File: src/rtl/led_matrix_pkg.sv
// Shared constants for the multiplexed LED matrix scanner.
// Default geometry, timing and the idle pin level.
package led_matrix_pkg;

   localparam int DEF_NUM_COLS     = 4;
   localparam int DEF_NUM_ROWS     = 8;
   localparam int DEF_SCAN_DIV     = 3000;
   localparam int DEF_BLANK_CYCLES = 24;
   localparam int DEF_BRIGHT_BITS  = 3;

   // Pins are active-low, so "all off" is all ones.
   localparam logic OFF = 1'b1;

   function automatic int cbits(input int n);
      return (n > 1) ? $clog2(n) : 1;
   endfunction

endpackage

File: src/rtl/led_slot_timer.sv
// Slot, column and PWM counters for the LED matrix scanner.
// Exports phase and wrap strobes to the top level.
module led_slot_timer
   import led_matrix_pkg::*;
#(
   parameter int NUM_COLS     = DEF_NUM_COLS,
   parameter int SCAN_DIV     = DEF_SCAN_DIV,
   parameter int BLANK_CYCLES = DEF_BLANK_CYCLES,
   parameter int BRIGHT_BITS  = DEF_BRIGHT_BITS
) (
   input  logic                       clk12MHz,
   input  logic                       rst_n,
   output logic                       blank,
   output logic [cbits(NUM_COLS)-1:0] col_idx,
   output logic [BRIGHT_BITS-1:0]     pwm_cnt,
   output logic                       slot_wrap,
   output logic                       frame_wrap
);

   localparam int SW = cbits(SCAN_DIV);
   localparam int CW = cbits(NUM_COLS);

   logic [SW-1:0] slot_cnt;

   assign blank      = slot_cnt < SW'(BLANK_CYCLES);
   assign slot_wrap  = slot_cnt == SW'(SCAN_DIV - 1);
   assign frame_wrap = slot_wrap && (col_idx == CW'(NUM_COLS - 1));

   always_ff @(posedge clk12MHz or negedge rst_n) begin
      if (!rst_n) begin
         slot_cnt <= '0;
         col_idx  <= '0;
         pwm_cnt  <= '0;
      end else begin
         slot_cnt <= slot_wrap ? '0 : slot_cnt + 1'b1;
         if (slot_wrap)
            col_idx <= frame_wrap ? '0 : col_idx + 1'b1;
         // PWM restarts at 0 on the first active cycle of every slot
         pwm_cnt <= (blank || slot_wrap) ? '0 : pwm_cnt + 1'b1;
      end
   end

endmodule

File: src/rtl/led_matrix_scanner.sv
// Double-buffered, PWM-dimmed scanner for an active-low LED matrix.
// Frames are swapped in only at frame boundaries to avoid tearing.
module led_matrix_scanner
   import led_matrix_pkg::*;
#(
   parameter int NUM_COLS     = DEF_NUM_COLS,
   parameter int NUM_ROWS     = DEF_NUM_ROWS,
   parameter int SCAN_DIV     = DEF_SCAN_DIV,
   parameter int BLANK_CYCLES = DEF_BLANK_CYCLES,
   parameter int BRIGHT_BITS  = DEF_BRIGHT_BITS
) (
   input  logic                         clk12MHz,
   input  logic                         rst_n,
   input  logic [NUM_COLS*NUM_ROWS-1:0] frame_data,
   input  logic                         frame_valid,
   output logic                         frame_ready,
   input  logic [BRIGHT_BITS-1:0]       brightness,
   output logic [NUM_ROWS-1:0]          led_n,
   output logic [NUM_COLS-1:0]          lcol_n,
   output logic                         frame_start
);

   localparam int CW = cbits(NUM_COLS);
   localparam int FW = NUM_COLS * NUM_ROWS;

   logic                   blank;
   logic [CW-1:0]          col_idx;
   logic [BRIGHT_BITS-1:0] pwm_cnt;
   logic                   slot_wrap;
   logic                   frame_wrap;

   logic [FW-1:0]       pend_buf;
   logic [FW-1:0]       active;
   logic                pending;
   logic                first_q;
   logic                lit;
   logic                accept;
   logic [NUM_ROWS-1:0] col_bits;
   logic [NUM_COLS-1:0] col_oh;

   led_slot_timer #(
      .NUM_COLS     (NUM_COLS),
      .SCAN_DIV     (SCAN_DIV),
      .BLANK_CYCLES (BLANK_CYCLES),
      .BRIGHT_BITS  (BRIGHT_BITS)
   ) u_timer (
      .clk12MHz   (clk12MHz),
      .rst_n      (rst_n),
      .blank      (blank),
      .col_idx    (col_idx),
      .pwm_cnt    (pwm_cnt),
      .slot_wrap  (slot_wrap),
      .frame_wrap (frame_wrap)
   );

   assign frame_ready = !pending;
   assign accept      = frame_valid && !pending;

   always_comb begin
      col_bits = active[int'(col_idx)*NUM_ROWS +: NUM_ROWS];
      col_oh   = '0;
      col_oh[col_idx] = 1'b1;
      lit = !blank && ((&brightness) || (pwm_cnt < brightness));
   end

   always_ff @(posedge clk12MHz or negedge rst_n) begin
      if (!rst_n) begin
         pend_buf <= '0;
         active   <= '0;
         pending  <= 1'b0;
      end else begin
         // Swap and accept are exclusive: accept needs pending clear
         if (frame_wrap && pending) begin
            active  <= pend_buf;
            pending <= 1'b0;
         end
         if (accept) begin
            pend_buf <= frame_data;
            pending  <= 1'b1;
         end
      end
   end

   always_ff @(posedge clk12MHz or negedge rst_n) begin
      if (!rst_n) begin
         led_n       <= {NUM_ROWS{OFF}};
         lcol_n      <= {NUM_COLS{OFF}};
         frame_start <= 1'b0;
         first_q     <= 1'b1;
      end else begin
         // first_q marks counters sitting at column 0, slot 0
         first_q     <= frame_wrap;
         frame_start <= first_q;
         led_n       <= lit ? ~col_bits : {NUM_ROWS{OFF}};
         lcol_n      <= lit ? ~col_oh : {NUM_COLS{OFF}};
      end
   end

   logic unused_ok;
   assign unused_ok = slot_wrap;

endmodule

File: config.mk
export PLATFORM = sky130hd
export DESIGN_NAME = led_matrix_scanner
export DESIGN_NICKNAME = d
export VERILOG_FILES = /design/src/rtl/led_matrix_pkg.sv /design/src/rtl/led_slot_timer.sv /design/src/rtl/led_matrix_scanner.sv
export SDC_FILE = /design/constraint.sdc
export NUM_CORES = 1
export LEC_CHECK = 0
export BUFFER_PORTS_ARGS = -buffer_cell sky130_fd_sc_hd__buf_2
export CAP_MARGIN = 20
export CORE_MARGIN = 3
export CORE_UTILIZATION = 50
export DETAILED_ROUTE_END_ITERATION = 8
export PLACE_DENSITY = 0.71
export SYNTH_ARGS = -nofsm -noshare
export SYNTH_HDL_FRONTEND = slang
export SYNTH_SLANG_ARGS = --single-unit
File: constraint.sdc
create_clock -name clk12MHz -period 2.31 [get_ports clk12MHz]
set_clock_uncertainty 0.05 [all_clocks]
set_input_delay 0.1155 -clock clk12MHz [delete_from_list [all_inputs] [get_ports clk12MHz]]
set_output_delay 0.1155 -clock clk12MHz [all_outputs]
set_load 0.005 [all_outputs]
==> Yosys cells after proc, flatten, opt, wreduce, memory -nomap -nowiden <==
Cells that the tools add are included.
{ "word_totals": {"reg_bits": 96, "out_inout_bits": 14, "word_cells": 42, "input_bits": 38} }
{ "op_classes": {"add_sub_neg": 3, "n_bitwise": 2, "mux": 9, "n_reduce_logical": 11, "eq_ne": 2, "n_lt_le_gt_ge": 4, "n_shift": 1} }
{ "ops": {"columns": ["operator", "n"], "rows": [
  ["indexed part select 32 x 6 -> 8 bit", 1],
  ["adder 12 x 1 -> 12 bit, second input constant", 1],
  ["equality test 12 bit, second input constant", 1],
  ["less-than comparator 12 x 5 -> 1 bit, second input constant", 1],
  ["two-way mux 12 bit", 1],
  ["two-way mux 8 bit", 1],
  ["inverter 8 bit", 1],
  ["logical AND 1 bit", 5],
  ["two-way mux 4 bit", 1],
  ["inverter 4 bit", 1],
  ["adder 3 x 1 -> 3 bit, second input constant", 1],
  ["less-than comparator 2 x 3 -> 1 bit, second input constant", 1],
  ["less-than comparator 3 bit", 1],
  ["two-way mux 1 bit", 3],
  ["two-way mux 3 bit", 1],
  ["AND reduction 3 bit", 1],
  ["adder 2 x 1 -> 2 bit, second input constant", 1],
  ["demux 1 bit (select 2 bit)", 1],
  ["equality test 2 bit, second input constant", 1],
  [">= comparator 2 x 1 -> 1 bit, second input constant", 1],
  ["logical NOT 1 bit", 2],
  ["logical OR 1 bit", 2],
  ["two-way mux 2 bit", 1],
  ["nonzero test 2 bit", 1]
]} }

==> Logic depth before layout (Yosys ltp) <==
{ "logic_depth": {"ltp_word": 6, "depth_mapped": 6, "mapped_depth_nobuf": 5} }

==> Modules after synthesis <==
From an unflattened synthesis, not the netlist that was laid out.
{ "unflattened": {"cells_unflattened": 274, "area_unflattened_um2": 4040.1} }
{ "modules_own_cells": {"columns": ["mod", "seq_area_each_um2", "instances", "cells_per_inst", "area_each_um2"], "rows": [
  ["led_matrix_scanner", 1993.2, 1, 200, 3189.3],
  ["led_slot_timer", 425.4, 1, 74, 850.8]
]} }

==> Worst setup path after synthesis <==
OpenSTA, ideal clock, no wires.
{ "synth_timing": {"kind": "reg2reg", "from": "register u_timer.slot_cnt[0]", "to": "register active[0]", "required_time_ns": 2.135, "path_slack_ns": 0.433, "synth_period_minus_slack_ns": 1.877, "setup_ns": 0.125, "arrival_time_ns": 1.702, "stages_incl_launch_ff": 6, "path_buffers": 1, "cell_sequence": "dfrtp_1 -> ha_1 -> nand3_2 -> nor4_4 -> buf_6 -> mux2_2"} }
{ "synth_via": {"elab_chain_cells": 3} }
{ "synth_rtl": {"columns": ["element", "line_no", "source"], "rows": [
  ["start, declared", "led_slot_timer.sv:23", "logic [SW-1:0] slot_cnt;"],
  ["start signal, assigned", "led_slot_timer.sv:35", "slot_cnt <= slot_wrap ? '0 : slot_cnt + 1'b1;"],
  ["equality test 12 bit", "led_slot_timer.sv:26", "assign slot_wrap = slot_cnt == SW'(SCAN_DIV - 1);"],
  ["logical AND 1 bit", "led_slot_timer.sv:27", "assign frame_wrap = slot_wrap && (col_idx == CW'(NUM_COLS - 1));"],
  ["logical AND 1 bit", "led_matrix_scanner.sv:73", "if (frame_wrap && pending) begin"],
  ["end signal, assigned", "led_matrix_scanner.sv:74", "active <= pend_buf;"],
  ["end, declared", "led_matrix_scanner.sv:33", "logic [FW-1:0] active;"]
]} }
Every way passes these cells.
A chain may end at the register's enable or synchronous reset.

==> Worst setup path in the final report <==
Ends and elaborated chain as after synthesis.

==> flow_summary.json <==
{
  "critPathMaxFanout": 33,
  "critical_path_cell_count": 5,
  "finalHoldViolCount": 0,
  "grt_usage_pct": 16.8,
  "irDropWorstVdd_mv": 0.315,
  "synth.lib_cells_used.distinct": 38,
  "max_stage_delay_ns": 0.37,
  "grt_overflow": 0,
  "pwr_density_cell_nw_per_um2": 602,
  "regToRegEndpoint": "active[0]$_DFFE_PN0P_",
  "hold_class": "in -> reg",
  "ys.warnings.count": 0,
  "final_design_area_no_fill_um2": 4940,
  "setup_viol": 0,
  "synthMostInstantiatedCell": "dfrtp_1",
  "synthArstFlopShare_pct": 100,
  "route.antenna.remaining_nets": 0,
  "vias": 2408,
  "cts_sink_cnt": 96,
  "rsz0062_at_grt": "false",
  "min_period_over_period_pct": 83.2,
  "crit_path_end": "active[0]$_DFFE_PN0P_",
  "cp_slowest_cell": "dfrtp_1",
  "detailedPlacementHpwl_um": 4550,
  "die_h_um": 95.7,
  "maxSlewViolCount": 0,
  "yosys-top-cells-area": "dfrtp_1, mux2_2, dfstp_2",
  "synth_flop_cell": "dfrtp_1",
  "cap_violations": 0,
  "detail_route.wirelength_um": 6900,
  "worst-slew-pin-transition_ns": 0.508,
  "cp_num_buf_inv": 1,
  "core-area_um2": 7770,
  "routed_via_density": 5.18,
  "placement_rows": 32,
  "drive_above_1_share_pct": 43.8,
  "run_status": "finished clean",
  "synth_fp_nets": 313,
  "synthDominantAreaCellType": "dfrtp_1",
  "ctsRootBufferMaster": "clkbuf_8",
  "io_pins": 52,
  "critPathLaunchType": "flip-flop",
  "clock_tree_buffer_depth": 2,
  "postSynthRegisterBits": 96,
  "chipWidth_um": 95.7,
  "synthCells": 267,
  "grt_pass1_vias": 2382,
  "worstSetupStartpoint": "u_timer.slot_cnt[0]$_DFF_PN0_",
  "finalSetupTns_ns": 0,
  "critPathArrivalTime_ns": 2.11,
  "syn-mean-instance-area_um2": 15.1,
  "r2r_start": "u_timer.slot_cnt[0]$_DFF_PN0_",
  "critPathTopFamily": "simple AND/OR/NAND/NOR gates",
  "synth-edff-count": 0,
  "synthToLayoutAreaGrowth_pct": 22.9,
  "post-route-util_pct": 63.6,
  "power_mw": 2.97,
  "yosysTopAreaCellShare_pct": 51.7,
  "antennaDiodeCount": 0,
  "clk-insertion-delay-late_ns": 0.35,
  "route.detailed.drc": 0,
  "netlist_area_um2": 4020,
  "cell_count_final_fillers_out": 465,
  "worstPathRequired_ns": 2.50,
  "crit_path_cell_trace": "ha_1 > nand3_2 > nor4_4 > buf_12 > mux2_2",
  "num-nets-final": 404,
  "cts_setup_buffers": 0,
  "tritoncts": "yes",
  "dpl-instance-area_um2": 4410,
  "detailedRoute.firstIterationViolations": 111,
  "layout_min_cycle_time_ns": 1.92,
  "power.static_leakage_nw": 2.29,
  "max-slew-margin-rel_pct": 66.0,
  "synth.cells.most_frequent": "dfrtp_1, mux2_2, dfstp_2, o211ai_1",
  "dieArea_um2": 9150,
  "buffer_ports.inserted": 51,
  "setup.reg_to_reg.worst_slack_ns": 0.39,
  "routabilityCongestion": 0.834,
  "rr_worst_depth": 5,
  "cts_inserted_buffers": 9,
  "critical_path_class": "reg -> reg",
  "drtPass1Iterations": 4,
  "clock_slew_seen_by_the_registers_of_the_worst_setup_and_hold_paths_ns": 0.09,
  "cts.htree.levels": 3,
  "initial_utilization_pct": 51.7,
  "wl_per_cell_um": 14.8,
  "synth_sequential_area_ratio_pct": 60.2,
  "setup.worst_path.end_class": "flip-flop",
  "maxClockFrequency_ghz": 0.520,
  "global_route_wire_length_before_repair_um": 11600,
  "grt_antenna_before_repair": 0,
  "post-place-cells": 415,
  "maximum_number_of_pins_on_one_net_before_global_route_repair": 97
}
==> stage by stage <==
stage	hold WS [ns]	setup slack, ns
final	0.295	0.387
after global routing	0.321	0.275
after CTS	0.286	0.364
after detailed placement	0.160	0.393
after global placement	0.159	0.450
after floorplan	-0.230	0.433
==> flip-flops by register name (all words and copies together) (netlist names) <==
name / count
active: 32
pend_buf: 32
u_timer.slot_cnt: 12
led_n: 8
lcol_n: 4
u_timer.pwm_cnt: 3
u_timer.col_idx: 2
first_q: 1
frame_start: 1
pending: 1
==> worst min-delay path by stage <==
stage	cells past startpoint	slack, ns	start	to
final	5	0.30	brightness[0]	lcol_n[2]$_DFF_PN1_
after global routing	5	0.32	brightness[0]	led_n[2]$_DFF_PN1_
after CTS	5	0.29	brightness[0]	lcol_n[3]$_DFF_PN1_
after detailed placement	2	0.16	rst_n	pend_buf[7]$_DFFE_PN0P_
after global placement	2	0.16	rst_n	u_timer.pwm_cnt[2]$_DFF_PN0_
after floorplan	0	-0.23	rst_n	active[0]$_DFFE_PN0P_
==> placed cells by master (no fill, tap or decap), types with 3 or more instances in the layout <==
cell type | Yosys | layout
a21oi_1 | 4 | 4
buf_2 | 5 | 50
buf_4 | 0 | 7
clkbuf_8 | 0 | 11
dfrtp_1 | 83 | 83
dfstp_2 | 13 | 13
dlygate4sd3_1 | 0 | 34
ha_1 | 8 | 8
inv_1 | 7 | 7
mux2_1 | 8 | 8
mux2_2 | 58 | 58
mux4_2 | 8 | 8
nand3_1 | 5 | 5
nor2_1 | 7 | 7
o211ai_1 | 12 | 12
o21ai_0 | 3 | 3
or4_1 | 3 | 3
xor2_1 | 6 | 6
==> report_power, final <==
part,internal [mW],switching (mW),total (mW)
Sequential,1.75,0.0344,1.78
Combinational,0.113,0.0689,0.182
Clock,0.453,0.554,1.01
Total,2.31,0.657,2.97
==> final cells by class <==
type / count / area (um^2)
Multi-Input combinational cell: 151 / 1500
Fill cell: 620 / 2830
Timing Repair Buffer: 93 / 683
Inverter: 7 / 26.3
Tap cell: 102 / 128
Clock buffer: 12 / 155
Sequential cell: 96 / 2420
Clock inverter: 4 / 27.5
==> worst min-delay path, cell delays in order <==
cell	delay, ns
buf_2	0.08
nand2b_1	0.05
a31oi_1	0.16
buf_4	0.18
o211ai_1	0.11
==> layer usage <==
| layer | GRT usage [%] | vias up | share of wire (%) |
|---|---|---|---|
| met2 | 25.6 | 55 | 48 |
| li1 | - | 1150 | - |
| met1 | 23.2 | 1190 | 46 |
| met3 | 2.84 | 13 | 3.8 |
| met5 | 0 | - | 0 |
| met4 | 8.41 | 0 | 2.1 |
==> repair_timing <==
| action | in CTS | in global routing |
|---|---|---|
| hold buffers | 34 | 0 |
| hold endpoints to repair | 116 | 0 |
| resized for setup | 0 | 0 |
==> kinds of logic (layout without fill, tap and decap cells) <==
family	after synthesis	count (layout)	synth area share, %
AO/OA/AOI/OAI	24	24	4.05
buffers and inverters	20	116	2.58
XOR/XNOR	6	6	1.31
adder cells (fa/ha/maj)	8	8	2.49
flip-flops	96	96	60.2
AND/OR/NAND/NOR	39	39	6.41
multiplexers	74	74	23.0
Power figures use the tool's default switching activity.
